--- src/rtl/arb_pkg.sv ---
// Shared types and constants for the round-robin / fixed-priority arbiter.
// Holds the FSM state encoding and the rr_mode values.
package arb_pkg;

    typedef enum logic [0:0] {
        ARB_IDLE  = 1'b0,
        ARB_GRANT = 1'b1
    } arb_state_e;

    localparam logic ARB_FIXED = 1'b0;
    localparam logic ARB_RR    = 1'b1;

endpackage

--- src/rtl/rr_pick.sv ---
// Combinational winner pick: LSB-first priority over a double-width vector whose
// lower half is req masked to bits at/above rr_ptr (round-robin) or all of req (fixed).
module rr_pick
    import arb_pkg::*;
#(
    parameter  int N_REQ = 8,
    localparam int IDX_W = $clog2(N_REQ)
) (
    input  logic [N_REQ-1:0] req,
    input  logic [IDX_W-1:0] rr_ptr,
    input  logic             rr_mode,
    output logic [N_REQ-1:0] winner,
    output logic [IDX_W-1:0] winner_idx,
    output logic             found
);

    logic [N_REQ-1:0]   mask;
    logic [2*N_REQ-1:0] dbl;

    always_comb begin
        mask = '0;
        for (int i = 0; i < N_REQ; i++) begin
            mask[i] = (rr_mode == ARB_RR) ? (i >= int'(rr_ptr)) : 1'b1;
        end
        dbl = {req, req & mask};

        winner     = '0;
        winner_idx = '0;
        found      = 1'b0;
        // Downward scan so the lowest set bit is the last one assigned.
        for (int i = 2*N_REQ-1; i >= 0; i--) begin
            if (dbl[i]) begin
                found      = 1'b1;
                winner_idx = IDX_W'(i % N_REQ);
                winner     = {{(N_REQ-1){1'b0}}, 1'b1} << (i % N_REQ);
            end
        end
    end

endmodule

--- src/rtl/rr_priority_arbiter.sv ---
// N-way arbiter with registered, held grant; fixed-priority or round-robin pick,
// released when the winner drops its request or after MAX_HOLD cycles.
module rr_priority_arbiter
    import arb_pkg::*;
#(
    parameter  int N_REQ    = 8,
    parameter  int MAX_HOLD = 16,
    localparam int IDX_W    = $clog2(N_REQ)
) (
    input  logic             clk,
    input  logic             rst,
    input  logic [N_REQ-1:0] req,
    input  logic             rr_mode,
    output logic [N_REQ-1:0] grant,
    output logic [IDX_W-1:0] grant_idx,
    output logic             grant_valid,
    output logic             any_req,
    output logic             hold_timeout
);

    localparam int CNT_W = (MAX_HOLD > 1) ? $clog2(MAX_HOLD) : 1;
    localparam logic [CNT_W-1:0] HOLD_LAST = CNT_W'(MAX_HOLD - 1);
    localparam logic [IDX_W-1:0] IDX_LAST  = IDX_W'(N_REQ - 1);

    arb_state_e       state_q, state_d;
    logic [N_REQ-1:0] grant_q, grant_d;
    logic [IDX_W-1:0] grant_idx_q, grant_idx_d;
    logic [CNT_W-1:0] hold_cnt_q, hold_cnt_d;
    logic [IDX_W-1:0] rr_ptr_q, rr_ptr_d;
    logic             hold_timeout_q, hold_timeout_d;

    logic [N_REQ-1:0] pick_winner;
    logic [IDX_W-1:0] pick_idx;
    logic             pick_found;
    logic             owner_req;

    rr_pick #(.N_REQ(N_REQ)) u_pick (
        .req        (req),
        .rr_ptr     (rr_ptr_q),
        .rr_mode    (rr_mode),
        .winner     (pick_winner),
        .winner_idx (pick_idx),
        .found      (pick_found)
    );

    assign owner_req = req[grant_idx_q];

    always_comb begin
        state_d        = state_q;
        grant_d        = grant_q;
        grant_idx_d    = grant_idx_q;
        hold_cnt_d     = hold_cnt_q;
        rr_ptr_d       = rr_ptr_q;
        hold_timeout_d = 1'b0;

        case (state_q)
            ARB_IDLE: begin
                if (pick_found) begin
                    state_d     = ARB_GRANT;
                    grant_d     = pick_winner;
                    grant_idx_d = pick_idx;
                    hold_cnt_d  = '0;
                end
            end
            ARB_GRANT: begin
                if (!owner_req || hold_cnt_q == HOLD_LAST) begin
                    // A drop on the last hold cycle counts as a normal release.
                    hold_timeout_d = owner_req;
                    state_d        = ARB_IDLE;
                    grant_d        = '0;
                    grant_idx_d    = '0;
                    hold_cnt_d     = '0;
                    rr_ptr_d       = (grant_idx_q == IDX_LAST) ? '0
                                                               : grant_idx_q + IDX_W'(1);
                end else begin
                    hold_cnt_d = hold_cnt_q + CNT_W'(1);
                end
            end
            default: begin
                state_d = ARB_IDLE;
            end
        endcase
    end

    always_ff @(posedge clk) begin
        if (rst) begin
            state_q        <= ARB_IDLE;
            grant_q        <= '0;
            grant_idx_q    <= '0;
            hold_cnt_q     <= '0;
            rr_ptr_q       <= '0;
            hold_timeout_q <= 1'b0;
        end else begin
            state_q        <= state_d;
            grant_q        <= grant_d;
            grant_idx_q    <= grant_idx_d;
            hold_cnt_q     <= hold_cnt_d;
            rr_ptr_q       <= rr_ptr_d;
            hold_timeout_q <= hold_timeout_d;
        end
    end

    assign grant        = grant_q;
    assign grant_idx    = grant_idx_q;
    assign grant_valid  = (state_q == ARB_GRANT);
    assign hold_timeout = hold_timeout_q;
    assign any_req      = |req;

endmodule

--- config.mk ---
export PLATFORM = sky130hd
export DESIGN_NAME = rr_priority_arbiter
export DESIGN_NICKNAME = d
export VERILOG_FILES = /design/src/rtl/arb_pkg.sv /design/src/rtl/rr_pick.sv /design/src/rtl/rr_priority_arbiter.sv
export SDC_FILE = /design/constraint.sdc
export NUM_CORES = 1
export LEC_CHECK = 0
export CORE_MARGIN = 10
export CORE_UTILIZATION = 57
export CTS_CLUSTER_SIZE = 20
export DETAILED_ROUTE_END_ITERATION = 7
export GPL_ROUTABILITY_DRIVEN = 0
export PLACE_DENSITY_LB_ADDON = 0.2
export SKIP_LAST_GASP = 1
export SYNTH_ARGS = -nofsm -noshare
export SYNTH_HDL_FRONTEND = slang
export SYNTH_HIERARCHICAL = 1
export SYNTH_SLANG_ARGS = --single-unit
--- constraint.sdc ---
create_clock -name clk -period 3.44 [get_ports clk]
set_input_delay 0.688 -clock clk [delete_from_list [all_inputs] [get_ports clk]]
set_output_delay 0.688 -clock clk [all_outputs]
set_load 0.01 [all_outputs]
# After elaboration in Yosys (flattened, before gate mapping)
# Index checks and enable logic that the tools add are counted.
# op_classes
add_sub_neg	2
order_cmp	8
eq_ne	4
muxes	70
bitwise	3
n_reduce_logical	6
# ops
operator	count
$mux 8	18
$mux 3	19
$mux 1	26
$pmux 8 s2	1
$ge 3x3->1 const A	3
$and 8x8->8	1
$mux 4	2
$pmux 4 s2	1
$reduce_or 8->1	1
$ge 1x3->1 const A	2
$ge 2x3->1 const A	2
$pmux 3 s2	1
$add 4x1->4 const B	1
$eq 4x4->1 const B	1
$lt 3x4->1 const B	1
$reduce_and 2->1	2
$add 3x1->3 const B	1
$bmux 1 s3	1
$eq 3x3->1 const B	1
$reduce_or 3->1	1
$ne 2x1->1 const B	1
$ne 2x2->1 const B	1
$not 1->1	2
$pmux 1 s2	1
other kinds (2)	2
# word_totals
ff_bits	20
input_bits	11
out_inout_bits	14

# Longest topological paths before layout
# Gate-level depths: netlist (run 1).
# logic_depth
ltp_word	18
depth_mapped	7
ltp_nobuf	6

# Hierarchy
# Netlist (run 1), hierarchy kept.
# by_module_without_submodules
mod	n_inst	cells_per_inst	area_each_um2	seq_area_each_um2
rr_priority_arbiter	1	112	1046.0	400.4
rr_pick	1	80	486.7	0.0

# Least setup slack after synthesis (run 1)
# Ideal clock, no wire load.
# synth_timing
path_type	input-to-reg
startpoint	in req[3]
endpoint	reg grant_q[0] (netlist: grant[0])
setup_time_ns	0.069
t_arrival_ns	2.094
t_required_ns	3.371
slack_ns	1.278
stages	7
path_buffers	1
cell_sequence	or4_4 nor4_4 nand2b_1 nor2_1 a31oi_1 buf_2 o21ai_1
# synth_between
elab_chain_len	14
elab_cells_between_ends	34
# synth_lines
element	line_no	text
from (decl)	rr_priority_arbiter.sv:12	input logic [N_REQ-1:0] req,
$mux 1 (8 in series)	rr_pick.sv:32	if (dbl[i]) begin
$mux 1 * (4 in series)	rr_pick.sv:32	
net pick_found	rr_priority_arbiter.sv:34	logic pick_found;
$ne 2x2->1 (no source line) *	n/a	
$reduce_and 2->1 (no source line) *	n/a	
to (signal assigned)	rr_priority_arbiter.sv:95	grant_q <= grant_d;
to (decl)	rr_priority_arbiter.sv:26	logic [N_REQ-1:0] grant_q, grant_d;
# Mark *: on every way through the listed nets, which the timed path passes. The rest lies on a longest branch. The select of a mux whose other input is x is not followed.
# A chain may end at the register's enable or synchronous reset.

# Worst setup path after layout (run 1)
# layout_timing
startpoint	in req[4]
endpoint	out any_req
# layout_between
elab_chain_len	1
# layout_lines
element	line_no	text
$reduce_or 8->1	rr_priority_arbiter.sv:107	assign any_req = |req;
to (decl)	rr_priority_arbiter.sv:17	output logic any_req,
# Every way passes these cells.

==> results of run 1 <==
-- final cells by class --
type                    count  area (um^2)
multi-input cells         157         1050
fillers                   216          706
flip-flops and latches     20          400
repair buffers             26          255
well taps                  30         37.5
clock inverters             1         30.0
clock buffers               3         22.5
inverters                   5         18.8
-- Yosys cell counts, drive strengths merged --
master   number
inv           5
o21ba         1
nand4b        3
nand3b       11
a21boi        1
a22oi         1
or4           1
o21ai        21
dfxtp        20
nor2b         7
clkbuf        4
a2bb2oi       1
buf           6
a211o         1
o32ai         1
and2          3
a21oi        11
nand2b       20
o2111ai       1
nor2         10
nand3         7
o221ai        1
o22ai         4
a211oi        4
nand4         4
nor3          6
mux2i         5
or3b          1
mux2          2
nor4          4
ha            3
a311oi        1
nand2        16
a31oi         3
o211ai        2
-- worst max-delay path: stages --
cell             delay [ps]
clkdlybuf4s50_1         610
nor4_1                  350
nand2_1                  90
clkdlybuf4s50_1         510
-- logic make-up after synthesis --
family                   synth area share [%]
flip-flops                               26.1
adder cells (fa/ha/maj)                  2.45
multiplexers                             5.22
AND/OR/NAND/NOR                          35.7
buffers and inverters                    5.22
AO/OA/AOI/OAI                            25.3
-- per-layer routing --
metal / vias to the layer above / track usage [%] / share of wire [%]
li1: 744 / - / -
met4: 0 / 7.53 / 2.5
met3: 14 / 4.27 / 9.3
met5: - / 0 / 0
met1: 710 / 17.0 / 39
met2: 87 / 26.0 / 49
-- sequential cells by signal, summed over array words and instances, names as in the netlist --
name / flops
grant: 8
grant_idx: 3
grant_valid: 1
hold_cnt_q: 4
hold_timeout: 1
rr_ptr_q: 3
-- worst min-delay path by stage --
stage	slack, ps	start	end
after floorplan	450	rr_ptr_q[1]$_SDFFE_PP0P_	rr_ptr_q[1]$_SDFFE_PP0P_
after detailed placement	460	grant[2]$_SDFFE_PP0P_	grant[2]$_SDFFE_PP0P_
final	470	grant[2]$_SDFFE_PP0P_	grant[2]$_SDFFE_PP0P_
after global routing	500	grant[0]$_SDFFE_PP0P_	grant[0]$_SDFFE_PP0P_
after CTS	470	grant[2]$_SDFFE_PP0P_	grant[2]$_SDFFE_PP0P_
after global placement	450	grant[2]$_SDFFE_PP0P_	grant[2]$_SDFFE_PP0P_
-- power groups by stage --
stage               Sequential, mW  Combinational [mW]  Clock, mW
global placement             0.259               0.129          0
detailed placement           0.260               0.133          0
CTS                          0.254               0.134      0.198
floorplan                    0.254              0.0912          0
finish                       0.255               0.136      0.196
global route                 0.257               0.147      0.211
-- per-stage QoR --
| step | utilization (%) | area (um^2) | power (mW) | hold slack (ps) | cells |
|---|---|---|---|---|---|
| final | 72.0 | 1820 | 0.586 | 471 | 242 |
| after CTS | 72.0 | 1820 | 0.586 | 473 | 242 |
| after floorplan | - | 1530 | 0.345 | 449 | 192 |
| after detailed placement | 69.9 | 1760 | 0.393 | 455 | 238 |
| after global routing | 72.0 | 1820 | 0.614 | 503 | 242 |
| after global placement | 69.9 | 1760 | 0.388 | 451 | 238 |
==> summary.txt, run 1 <==
Status: complete, no violations
Most frequent cells in the layout: 24 x clkdlybuf4s50_1, 20 x nand2b_1, 20 x dfxtp_1
Worst R2R Path Depth: 4
P_sw: 0.167 mW
Arr. time, crit path: 2250 ps
Max-Cap Viols: 0
First-pass GRT wire length: 6.62 mm
Power density over cell area: 323 nW/um^2
Post-DR wirelength/cell: 16.7 um
Combinational fraction of design power: 23.1%
R2R Setup Slk: 1190 ps
Chip width: 71.9 um
Die Area: 5160 um^2
I/O Pins: 25
Distinct cells, synth: 42
GRT Overall Usage: 15.3%
Total clock buffers created by CTS: 3
Clock Sinks: 20
Area Growth Syn to Fin: 18.5%
H-tree levels: 1
Rel. slew slack: 43.0%
Hold-critical path depth: 2
Yosys warns: 6
Post-CTS sizing: 0
Residual DRC count: 0
DPL Wire Length: 3.01 mm
Root buf cell: clkbuf_4
Clock power share: 33.5%
Rows: 18
Sw frac: 28.5%
Crit path kind: in -> out
Commonest non-fill, non-tap cell in the layout: clkdlybuf4s50_1
Clk pin slew, worst setup/hold paths: 120 ps
Final setup margin: 499 ps
R2R Path Start: grant_idx[0]$_SDFFE_PP0P_
WP data required: 2750 ps
Routed vias/inst: 6.43
Core Region: 2520 um^2
Vias in the first global route: 1447
Via count: 1555
CP max FO: 10
Endpoints failing setup: 0
Part of the power in registers: 43.4%
Top area cells in the synthesized netlist: dfxtp_1 26%, nand2b_1 8.2%, nand3b_1 5.4%, o21ai_1 3.9%, nand2_1 3.9%
Final period util: 85.5%
CTS tree: done
Worst Tran Pin Value: 852 ps
Worst setup EP type: output port
Post-synth top area share: 26.1%
Final min period: 2940 ps
Input/output buffers: 24
Mapped Area: 1530 um^2
First drt pass iteration count: 5
RSZ-0062 raised after global routing: no
Final WL: 4.03 mm
Setup_tns: 0 ps
Hold buffer count at CTS: 0
Worst min path class: reg -> reg
Cell count after synthesis: 192
Latest clock arrival within the worst-skew pair: 300 ps
Worst VDD drop: 294 uV
Hold Vio Cnt, Final: 0
R2R Path End: grant[7]$_SDFFE_PP0P_
Die Ht: 71.9 um
Layout net count: 227
Startpoint types: input pin
Pin count of the biggest net entering global routing: 35
Worst clock skew: 3.98 ps
Initial DRC count: 175
Syn Nets: 206
Register bit count reported by yosys: 20
Gr ovfl total: 0
Leakage: 0.584 nW
Area leader, netlist: dfxtp_1
Final ANT Viol Nets: 0
Setup Slack @ Placement: 399 ps
CP Launch Point: req[4]
ANT cells: 0
Post-Syn Area per Cell: 7.98 um^2
Clock Tree Buf Depth: 2
Number of antenna violations at the first check in global routing: 0
Postcts setup bufs: 0
Initial Util: 60.8%
Seq/Total Area, Yosys: 26.1%
Setup crit end: any_req
Fmax: 340 MHz
Layout cells sized above 1: 9.43%
Final Max Tran Viols: 0
Internal power: 0.419 mW
(Power assumes the default switching activity.)
==> run 2: changes to the inputs <==
Settings changed: CORE_UTILIZATION 57 to 48.
Clock period 3.44 ns to 2.5 ns, I/O delays scaled along.
==> summary.txt, run 2 (synthesized netlist as in run 1, its figures left out) <==
Status: complete, no violations
Buffers and inverters on the worst path: 3 (+1)
Final WL: 4.16 mm (+3.1%)
Via count: 1581 (+1.7%)
Biggest cell delay along the critical path: 480 ps (-130 ps)
Area Growth Syn to Fin: 26.0%
Family with the most delay on the worst path: buffers and inverters
ANT cells: 0 (unchanged)
Chip width: 76.5 um (+6.5%)
Crit path kind: in -> out
Final ANT Viol Nets: 0 (unchanged)
Layout net count: 240 (+5.7%)
Rel. slew slack: 57.5% (+15 points)
P_sw: 0.229 mW (+37%)
Fmax: 422 MHz
Sw frac: 27.9% (-0.60 points)
Dpl cells: 265 (+11%)
Final Max Tran Viols: 0 (unchanged)
First-pass GRT wire length: 6.94 mm (+4.8%)
Top cell by count, worst path: clkdlybuf4s50_1
Worst min path class: reg -> reg
Clock Sinks: 20 (unchanged)
Pin count of the biggest net entering global routing: 29 (-17%)
Part of the power in registers: 42.8% (-0.6 points)
Initial DRC count: 250 (+43%)
Hold_sp: grant[2]$_SDFFE_PP0P_
Post-CTS sizing: 0 (unchanged)
R2R Path Start: rr_ptr_q[2]$_SDFFE_PP0P_
GRT Overall Usage: 13.9% (-1.4 points)
WP data required: 2000 ps (-750 ps)
Worst setup EP type: output port
CTS tree: done
Arr. time, crit path: 1870 ps (-380 ps)
Post-DR wirelength/cell: 15.5 um (-7.2%)
Setup Slack @ Placement: 106 ps (-293 ps)
Leakage: 0.647 nW (+11%)
Final setup margin: 130 ps (-369 ps)
Routed vias/inst: 5.88 (-8.5%)
Die Area: 5850 um^2 (+13%)
Internal power: 0.590 mW (+41%)
RSZ-0062 raised after global routing: no
Worst Tran Pin Value: 636 ps (-216 ps)
Post-Layout Cell Count: 269 (+11%)
Gr ovfl total: 0 (unchanged)
Endpoints failing setup: 0 (unchanged)
CP Cell Sequence: clkdlybuf4s50_1 -> buf_4 -> nor4_1 -> nand2_1 -> clkdlybuf4s50_1
Slowest-stage cell, CP: clkdlybuf4s50_1
Startpoint types: input pin
CP max FO: 8 (-2)
Largest register FFs: 8 (unchanged)
Most frequent cells in the layout: 24 x clkdlybuf4s50_1, 20 x nand2b_1, 20 x dfxtp_1
Rows: 20 (+2)
Total clock buffers created by CTS: 3 (unchanged)
Hold Vio Cnt, Final: 0 (unchanged)
Worst VDD drop: 608 uV (+110%)
Worst clock skew: 5.03 ps (+1.04 ps)
Core Region: 3050 um^2 (+21%)
DPL Wire Length: 3.15 mm (+4.7%)
Max-Cap Viols: 0 (unchanged)
Initial Util: 50.2% (-11 points)
Final period util: 94.8%
First drt pass iteration count: 5 (unchanged)
Root buf cell: clkbuf_4
I/O Pins: 25 (unchanged)
Commonest non-fill, non-tap cell in the layout: clkdlybuf4s50_1
Die Ht: 76.5 um (+6.5%)
Combinational fraction of design power: 24.7% (+1.6 points)
Postcts setup bufs: 0 (unchanged)
Clk pin slew, worst setup/hold paths: 120 ps (about the same)
Layout cells sized above 1: 14.7% (+5.2 points)
CP Launch Point: req[3]
Clock Tree Buf Depth: 2 (unchanged)
Residual DRC count: 0 (unchanged)
Latest clock arrival within the worst-skew pair: 310 ps (about the same)
Number of antenna violations at the first check in global routing: 0 (unchanged)
Setup_tns: 0 ps (unchanged)
Vias in the first global route: 1465 (+1.2%)
Hold buffer count at CTS: 0 (unchanged)
Final min period: 2370 ps
Input/output buffers: 24 (unchanged)
H-tree levels: 1 (unchanged)
Clock power share: 32.6% (-0.9 points)
Power density over cell area: 424 nW/um^2 (+31%)
==> run 2: changes by cell type in the layout (fill, tap and decap cells not counted) <==
cell | before | now
buf_4 | 2 | 15
==> run 2: through the flow <==
step           util, %  hold WS (ps)  power [mW]  area [um^2]
2_1_floorplan        -           449       0.475         1530
3_3_place_gp      61.6           455       0.551         1880
3_5_place_dp      61.6           457       0.556         1880
4_1_cts           63.3           475       0.827         1930
5_1_grt           63.3           487       0.861         1930
6_report          63.3           472       0.818         1930
==> run 2: worst paths after layout <==
check	to	slack [ps]	cells past startpoint
hold reg to reg	grant[2]$_SDFFE_PP0P_	470	2
setup / recovery	any_req	130	5
setup reg to reg	grant[7]$_SDFFE_PP0P_	640	6
hold / removal	grant[2]$_SDFFE_PP0P_	470	2
==> run 2: layout make-up <==
class	count	area (um^2)
tap	44	55.1
timing repair buffer	39	353
clock inverter	1	30.0
fill	278	1120
inverter	5	18.8
clock buffer	3	22.5
sequential	20	400
multi-input combinational	157	1050
==> run 2: layer usage <==
metal	global-route usage [%]	vias up	share of wire, %
li1	-	773	-
met1	17.0	727	41
met2	22.8	73	49
met3	4.13	8	8.4
met4	4.28	0	1.3
met5	0	-	0
==> run 2: worst register-to-register path, stage by stage (launching register included) <==
cell and delay, ps:
dfxtp_1 530, nand2_1 260, o211ai_1 290, nand4_1 210, a211oi_1 300, nand3b_1 120, o21ai_1 100
==> run 2: power groups by stage <==
stage | clock (mW) | combinational [mW] | sequential [mW]
2_1_floorplan | 0 | 0.125 | 0.349
3_3_place_gp | 0 | 0.195 | 0.356
3_5_place_dp | 0 | 0.199 | 0.357
4_1_cts | 0.276 | 0.201 | 0.350
5_1_grt | 0.289 | 0.219 | 0.353
6_report | 0.267 | 0.202 | 0.350
==> run 3: changes to the inputs <==
==> constraint.sdc (replaced) <==
create_clock -name clk -period 2.5 [get_ports clk]
set_input_delay 0.25 -clock clk [delete_from_list [all_inputs] [get_ports clk]]
set_output_delay 0.25 -clock clk [all_outputs]
set_load 0.01 [all_outputs]
==> summary.txt, run 3 (synthesized netlist as in run 1, its figures left out) <==
Worst clock skew: 3.53 ps (-1.50 ps)
Routed vias/inst: 5.94 (+0.98%)
Max-Cap Viols: 0 (unchanged)
GRT Overall Usage: 13.7% (-0.19 points)
Pin count of the biggest net entering global routing: 29 (unchanged)
Chip width: 76.5 um (unchanged)
Sw frac: 28.4% (+0.44 points)
I/O Pins: 25 (unchanged)
Die Area: 5850 um^2 (unchanged)
Hold buffer count at CTS: 0 (unchanged)
CP max FO: 10 (+2)
ANT cells: 0 (unchanged)
Vias in the first global route: 1445 (-1.4%)
Crit path kind: in -> out
Combinational fraction of design power: 23.7% (-1.0 points)
Clock Tree Buf Depth: 2 (unchanged)
First-pass GRT wire length: 6.85 mm (-1.3%)
Fmax: 490 MHz (+16%)
Layout net count: 233 (-2.9%)
Layout cells sized above 1: 11.9% (-2.7 points)
Rel. slew slack: 55.8% (-1.8 points)
Arr. time, crit path: 1790 ps (-80 ps)
Postcts setup bufs: 0 (unchanged)
Initial DRC count: 192 (-23%)
Die Ht: 76.5 um (unchanged)
Latest clock arrival within the worst-skew pair: 310 ps (about the same)
Post-Layout Cell Count: 262 (-2.6%)
Total clock buffers created by CTS: 3 (unchanged)
Post-CTS sizing: 0 (unchanged)
Part of the power in registers: 43.1% (+0.3 points)
Final Max Tran Viols: 0 (unchanged)
Area Growth Syn to Fin: 22.6%
Final min period: 2040 ps (-329 ps)
Leakage: 0.613 nW (-5.2%)
Dpl cells: 258 (-2.6%)
Input/output buffers: 24 (unchanged)
DPL Wire Length: 3.05 mm (-3.1%)
Initial Util: 50.2% (unchanged)
Endpoints failing setup: 0 (unchanged)
Worst setup EP type: output port
CP Cell Sequence: clkdlybuf4s50_1 -> nor4_1 -> nand2_1 -> clkdlybuf4s50_1
Overall Power: 0.814 mW (-0.56%)
P_sw: 0.231 mW (+1.0%)
Root buf cell: clkbuf_4
Clock power share: 33.2% (+0.6 points)
Gr ovfl total: 0 (unchanged)
Residual DRC count: 0 (unchanged)
Most frequent cells in the layout: 24 x clkdlybuf4s50_1, 20 x nand2b_1, 20 x dfxtp_1
CTS tree: done
Rows: 20 (unchanged)
First drt pass iteration count: 4 (-1)
Commonest non-fill, non-tap cell in the layout: clkdlybuf4s50_1
Core Region: 3050 um^2 (unchanged)
Hold Vio Cnt, Final: 0 (unchanged)
Largest register FFs: 8 (unchanged)
Worst Tran Pin Value: 662 ps (+26.6 ps)
Internal power: 0.583 mW (-1.2%)
Via count: 1555 (-1.6%)
Final WL: 4.08 mm (-1.9%)
Biggest cell delay along the critical path: 610 ps (+130 ps)
Setup_tns: 0 ps (unchanged)
Worst VDD drop: 228 uV (-63%)
Final period util: 81.6% (-13 points)
Status: complete, no violations
Startpoint types: input pin
Post-DR wirelength/cell: 15.6 um (+0.75%)
RSZ-0062 raised after global routing: no
Clk pin slew, worst setup/hold paths: 120 ps (about the same)
H-tree levels: 1 (unchanged)
Slowest-stage cell, CP: clkdlybuf4s50_1
Setup Slack @ Placement: 317 ps (+211 ps)
Final setup margin: 459 ps (+329 ps)
Power density over cell area: 433 nW/um^2 (+2.2%)
Clock Sinks: 20 (unchanged)
Worst min path class: reg -> reg
Top cell by count, worst path: clkdlybuf4s50_1
WP data required: 2250 ps (+250 ps)
Number of antenna violations at the first check in global routing: 0 (unchanged)
Final ANT Viol Nets: 0 (unchanged)
[run 3: final cells by class]
class	instances	area [um^2]
Fill cell	293	1170
Multi-Input combinational cell	157	1050
Sequential cell	20	400
Timing Repair Buffer	32	300
Tap cell	44	55.1
Clock inverter	1	30.0
Clock buffer	3	22.5
Inverter	5	18.8
[run 3: critical path: cells and delay by family]
family	cells	cell delay, ps
buf+inv	2	1090
simple gates	2	440
[run 3: routing by layer]
| layer | GRT usage, % | vias up | part of all wire, % |
|---|---|---|---|
| li1 | - | 759 | - |
| met1 | 16.1 | 736 | 41 |
| met2 | 23.1 | 56 | 50 |
| met3 | 3.89 | 4 | 7.4 |
| met4 | 4.83 | 0 | 1.2 |
| met5 | 0 | - | 0 |
[run 3: per-stage QoR]
stage | hold slack (ps) | util, % | instance area, um^2
after floorplan | 424 | - | 1530
after global placement | 458 | 59.8 | 1830
after detailed placement | 454 | 59.8 | 1830
after CTS | 473 | 61.6 | 1880
after global routing | 492 | 61.6 | 1880
final | 468 | 61.6 | 1880
[run 3: path summary, 6_finish.rpt]
check                      startpoint               endpoint  slack, ps  cells after the start
min             grant[1]$_SDFFE_PP0P_  grant[1]$_SDFFE_PP0P_        470                      2
max                            req[4]                any_req        460                      4
max reg2reg  rr_ptr_q[1]$_SDFFE_PP0P_  grant[1]$_SDFFE_PP0P_        540                      6
min reg2reg     grant[1]$_SDFFE_PP0P_  grant[1]$_SDFFE_PP0P_        470                      2
[run 3: power by group through the flow]
| stage | registers [mW] | logic, mW | clock network [mW] |
|---|---|---|---|
| CTS | 0.350 | 0.192 | 0.277 |
| detailed placement | 0.357 | 0.191 | 0 |
| floorplan | 0.349 | 0.125 | 0 |
| finish | 0.351 | 0.193 | 0.270 |
| global route | 0.353 | 0.210 | 0.294 |
| global placement | 0.357 | 0.185 | 0 |
==> variant 1: new RTL, settings of run 3 <==
`N_REQ` is set to 8 in 2 places; all go to 16.
--- a/src/rtl/rr_pick.sv
+++ b/src/rtl/rr_pick.sv
@@ -3,7 +3,7 @@
 module rr_pick
     import arb_pkg::*;
 #(
-    parameter  int N_REQ = 8,
+    parameter  int N_REQ = 16,
     localparam int IDX_W = $clog2(N_REQ)
 ) (
     input  logic [N_REQ-1:0] req,
--- a/src/rtl/rr_priority_arbiter.sv
+++ b/src/rtl/rr_priority_arbiter.sv
@@ -3,7 +3,7 @@
 module rr_priority_arbiter
     import arb_pkg::*;
 #(
-    parameter  int N_REQ    = 8,
+    parameter  int N_REQ    = 16,
     parameter  int MAX_HOLD = 16,
     localparam int IDX_W    = $clog2(N_REQ)
 ) (
Interface: changed (resized grant, grant_idx and req); port bits go from 25 to 42. The function was not compared with the original's and may differ.
==> variant 1 against run 3 <==
Sequential cell count grew 10; cell area rose by 81%; sequential power increased by 45%; setup slack worse by 0.24 ns; power increased by 53%; routed wire length increased by 110%; sequential share of layout area shrank 3.7 points; non-clock buffer count rose by 59; synthesized area increased by 64%; critical endpoint is now rr_ptr_q[0]; highest routed layer unchanged.
==> variant 1: results (changes against run 3) <==
status: "completed"
netlist_top_cells_count: "44 x nand2_1, 36 x a21oi_1, 31 x o21ai_0"
vdd_drop_max_uv: 334  # +47%
largest_reg_flops: 16  # +8
wl_per_cell_um: 17.5  # +12%
grt_pass1_wl_um: 14100  # +110%
critPathSlowestCell: "dfxtp_1"
cts_root_buf: "clkbuf_8"
port_buffers: 41  # +71%
ys_async_sr_fraction_pct: 0  # unchanged
post-dp-hpwl_um: 6820  # +120%
synth_fa_ha_area_share_pct: 0.997  # -1.5 points
synth-main-ff-cell: "dfxtp_1"
cts-resized-gates: 0  # unchanged
ys_warn_count: 6  # unchanged
cp_data_arrival_time_ns: 2.48  # +0.69 ns
ys_types: 62  # +48%
synth_compound_area_share_pct: 34.1  # +8.8 points
cts_setup_buffers: 0  # unchanged
fill_cells: 465  # +59%
path_clk_slew_ns: 0.06  # -0.06 ns
synth-xor-area-share_pct: 0.349  # +0.35 points
relSlewSlack_pct: 62.0  # +6.3 points
cts_buffers: 5  # +2
cp_slowest_stage_delay_ns: 0.68  # +0.07 ns
grt_pass1_vias: 2971  # +110%
antenna_found_initial: 0  # unchanged
drt-initial-drc-count: 370  # +93%
fin_nets: 448  # +92%
vias: 3066  # +97%
syn_nets: 368  # +79%
muxShareOfSynthArea_pct: 5.28  # +0.057 points
cp_top_family: "compound AO/OA/AOI/OAI gates"
worstPathMaxFanout: 12  # +2
ys_seq_area_share_pct: 23.9  # -2.2 points
worst_clock_skew_ns: 0.00409  # +0.000556 ns
syn_inst: 347  # +81%
layout-drive-gt1-share_pct: 16.8  # +4.9 points
cts_max_level: 2  # +1
ff_latch_area_um2: 601  # +50%
clk_path_buf_depth: 2  # unchanged
p_leak_nw: 1.21  # +98%
grt_usage_pct: 19.8  # +6.1 points
wl_um: 8690  # +110%
place_area_um2: 3320  # +82%
dp_cells: 490  # +90%
reg2reg_slack_ns: 0.22  # -0.32 ns
synthTopCellsByArea: "dfxtp_1 24%, a21oi_1 7.2%, nand2_1 6.6%, o21ai_0 6.2%, mux2i_1 4.4%"
n_antenna_cell: 0  # unchanged
clk_latency_ns: 0.28  # -0.03 ns
hold_path_class: "flop to flop"
grt_max_degree: 25  # -14%
dr.pass1.iters: 5  # +1
[variant 1: logic make-up (layout without fill, tap and decap cells)]
group	count (synthesis)	count (layout)
buf+inv	32	113
xor+xnor	1	1
compound gates	127	127
mux	12	12
simple gates	143	143
flops	30	30
fa+ha+maj	2	2
[variant 1: cell type report]
class / instances / share of cell area (%)
tap: 70 / 2.57
clock buffer: 7 / 2.53
multi-input combinational: 285 / 51.5
inverter: 14 / 1.54
clock inverter: 1 / 0.147
timing repair buffer: 91 / 24.1
sequential: 30 / 17.6
[variant 1: stage by stage]
step / worst slack, ns / hold WS, ns
after global routing: 0.102 / 0.506
after detailed placement: 0.0175 / 0.471
after floorplan: 0.362 / 0.445
after global placement: 0.0405 / 0.465
final: 0.221 / 0.480
after CTS: 0.240 / 0.480
[variant 1: where the power goes]
| part | total, mW | switching [mW] | internal, mW |
|---|---|---|---|
| clock network | 0.397 | 0.176 | 0.221 |
| registers | 0.509 | 0.0194 | 0.490 |
| logic | 0.338 | 0.184 | 0.154 |
[variant 1: final timing paths]
path,from,end,depth (start not counted)
setup / recovery,grant_idx[0],rr_ptr_q[0],5
hold / removal,grant[5],grant[5],2
setup reg to reg,grant_idx[0],rr_ptr_q[0],5
hold reg to reg,grant[5],grant[5],2
[variant 1: per-layer routing]
layer	wire length [um]	track usage (%)	share of wire, %
met1	3510	24.0	40
met5	0	0	0
met4	182	5.91	2.1
met3	775	3.95	8.9
met2	4220	34.4	49
[variant 1: worst register-to-register path, cell delays in order (launching register included)]
cell and delay (ns):
dfxtp_1 0.68, mux4_2 0.61, o21ai_4 0.27, o21ai_4 0.14, a311o_1 0.35, a21oi_1 0.15
==> variant 2: new RTL, settings of run 3 <==
Made on the original files. Register the input `rr_mode` before use. The logic sees it one clock later. The other inputs are not delayed to match.
--- a/src/rtl/rr_priority_arbiter.sv
+++ b/src/rtl/rr_priority_arbiter.sv
@@ -22,6 +22,12 @@
     localparam logic [CNT_W-1:0] HOLD_LAST = CNT_W'(MAX_HOLD - 1);
     localparam logic [IDX_W-1:0] IDX_LAST  = IDX_W'(N_REQ - 1);
 
+    logic rr_mode_q;
+
+    always_ff @(posedge clk) begin
+        rr_mode_q <= rr_mode;
+    end
+
     arb_state_e       state_q, state_d;
     logic [N_REQ-1:0] grant_q, grant_d;
     logic [IDX_W-1:0] grant_idx_q, grant_idx_d;
@@ -37,7 +43,7 @@
     rr_pick #(.N_REQ(N_REQ)) u_pick (
         .req        (req),
         .rr_ptr     (rr_ptr_q),
-        .rr_mode    (rr_mode),
+        .rr_mode    (rr_mode_q),
         .winner     (pick_winner),
         .winner_idx (pick_idx),
         .found      (pick_found)
Function: changed (a bounded check fails within 4 cycles, from zero or initial values and one cycle with rst high).
==> variant 2 against run 3 <==
Non-clock buffer count is 2 higher; power is 10% lower; worst hold slack worse by 0.098 ns; cell area is 0.53% higher; die area is 0.96% higher; via count is 1.7% higher; synthesized cell count is 0.52% higher; setup slack worse by 0.13 ns; critical path depth stayed put; sequential cell count is 1 higher; synthesized area is 1.3% higher; routed wire length is 1.0% lower; critical endpoint is now grant_idx[1]; largest cell class unchanged; highest routed layer unchanged.
==> variant 2: results (changes against run 3) <==
layout-drive-gt1-share_pct: 12.7  # +0.74 points
switchingPower_uw: 232  # +0.33%
hold_depth: 1  # -1
syn_inst: 193  # +0.52%
synthTopCellsByArea: "dfxtp_1 27%, nand2b_1 8.1%, nand3b_1 5.3%, o21ai_1 3.9%, nand2_1 3.9%"
use_met3_pct: 4.08  # +0.19 points
utilization_pct: 61.4  # -0.18 points
hold_path_class: "input port to flop"
post-dp-hpwl_um: 3080  # +1.1%
synth_compound_area_share_pct: 25.0  # -0.33 points
dp_slack_ns: 0.145  # -0.172 ns
seq-cell-share_pct: 22.3  # +0.95 points
met2_usage_pct: 20.6  # -2.6 points
place_area_um2: 1860  # +1.9%
stdcell_count: 265  # +1.1%
grt_usage_pct: 13.3  # -0.42 points
wl_met3_um: 366  # +21%
power_uw: 730  # -10%
relSlewSlack_pct: 43.0  # -13 points
status: "completed"
worst_clock_skew_ns: 0.00204  # -0.00149 ns
signal_buffers: 34  # +6.3%
grt_pass1_vias: 1423  # -1.5%
p_clk_uw: 169  # -37%
dp_cells: 261  # +1.2%
ys_seq_area_share_pct: 27.1  # +0.95 points
synth_fa_ha_area_share_pct: 2.42  # -0.032 points
fin_nets: 236  # +1.3%
wl_met1_um: 1800  # +6.7%
vdd_drop_max_uv: 219  # -3.9%
viasPerCell: 5.97  # +0.58%
p_leak_nw: 0.622  # +1.3%
layout.nonclk_buf_share_pct: 16.7  # +0.71 points
drt-initial-drc-count: 292  # +52%
pwr-share-comb_pct: 26.5  # +2.8 points
variant 2: cell count changes after synthesis:
cell	before	now
dfxtp_1	20	21
variant 2: final timing paths:
| path | from | slack, ns | end |
|---|---|---|---|
| max | grant_idx[0] | 0.33 | grant_idx[1] |
| max reg2reg | grant_idx[0] | 0.33 | grant_idx[1] |
| min | rr_mode | 0.37 | rr_mode_q |
| min reg2reg | grant[3] | 0.48 | grant[3] |
variant 2: critical path, cell delays in order, from the launching register on:
cell and delay (ns):
dfxtp_1 0.58, mux2i_1 0.35, a22oi_4 0.17, a31oi_1 0.73
o21ai_1 0.20
variant 2: cell families (layout without fill, tap and decap cells):
kind of cell / Yosys count / in the layout
AOI/OAI and AO/OA: 54 / 54
buffers and inverters: 15 / 43
DFF: 21 / 21
muxes: 7 / 7
and+or+nand+nor: 93 / 93
adders and majority gates: 3 / 3
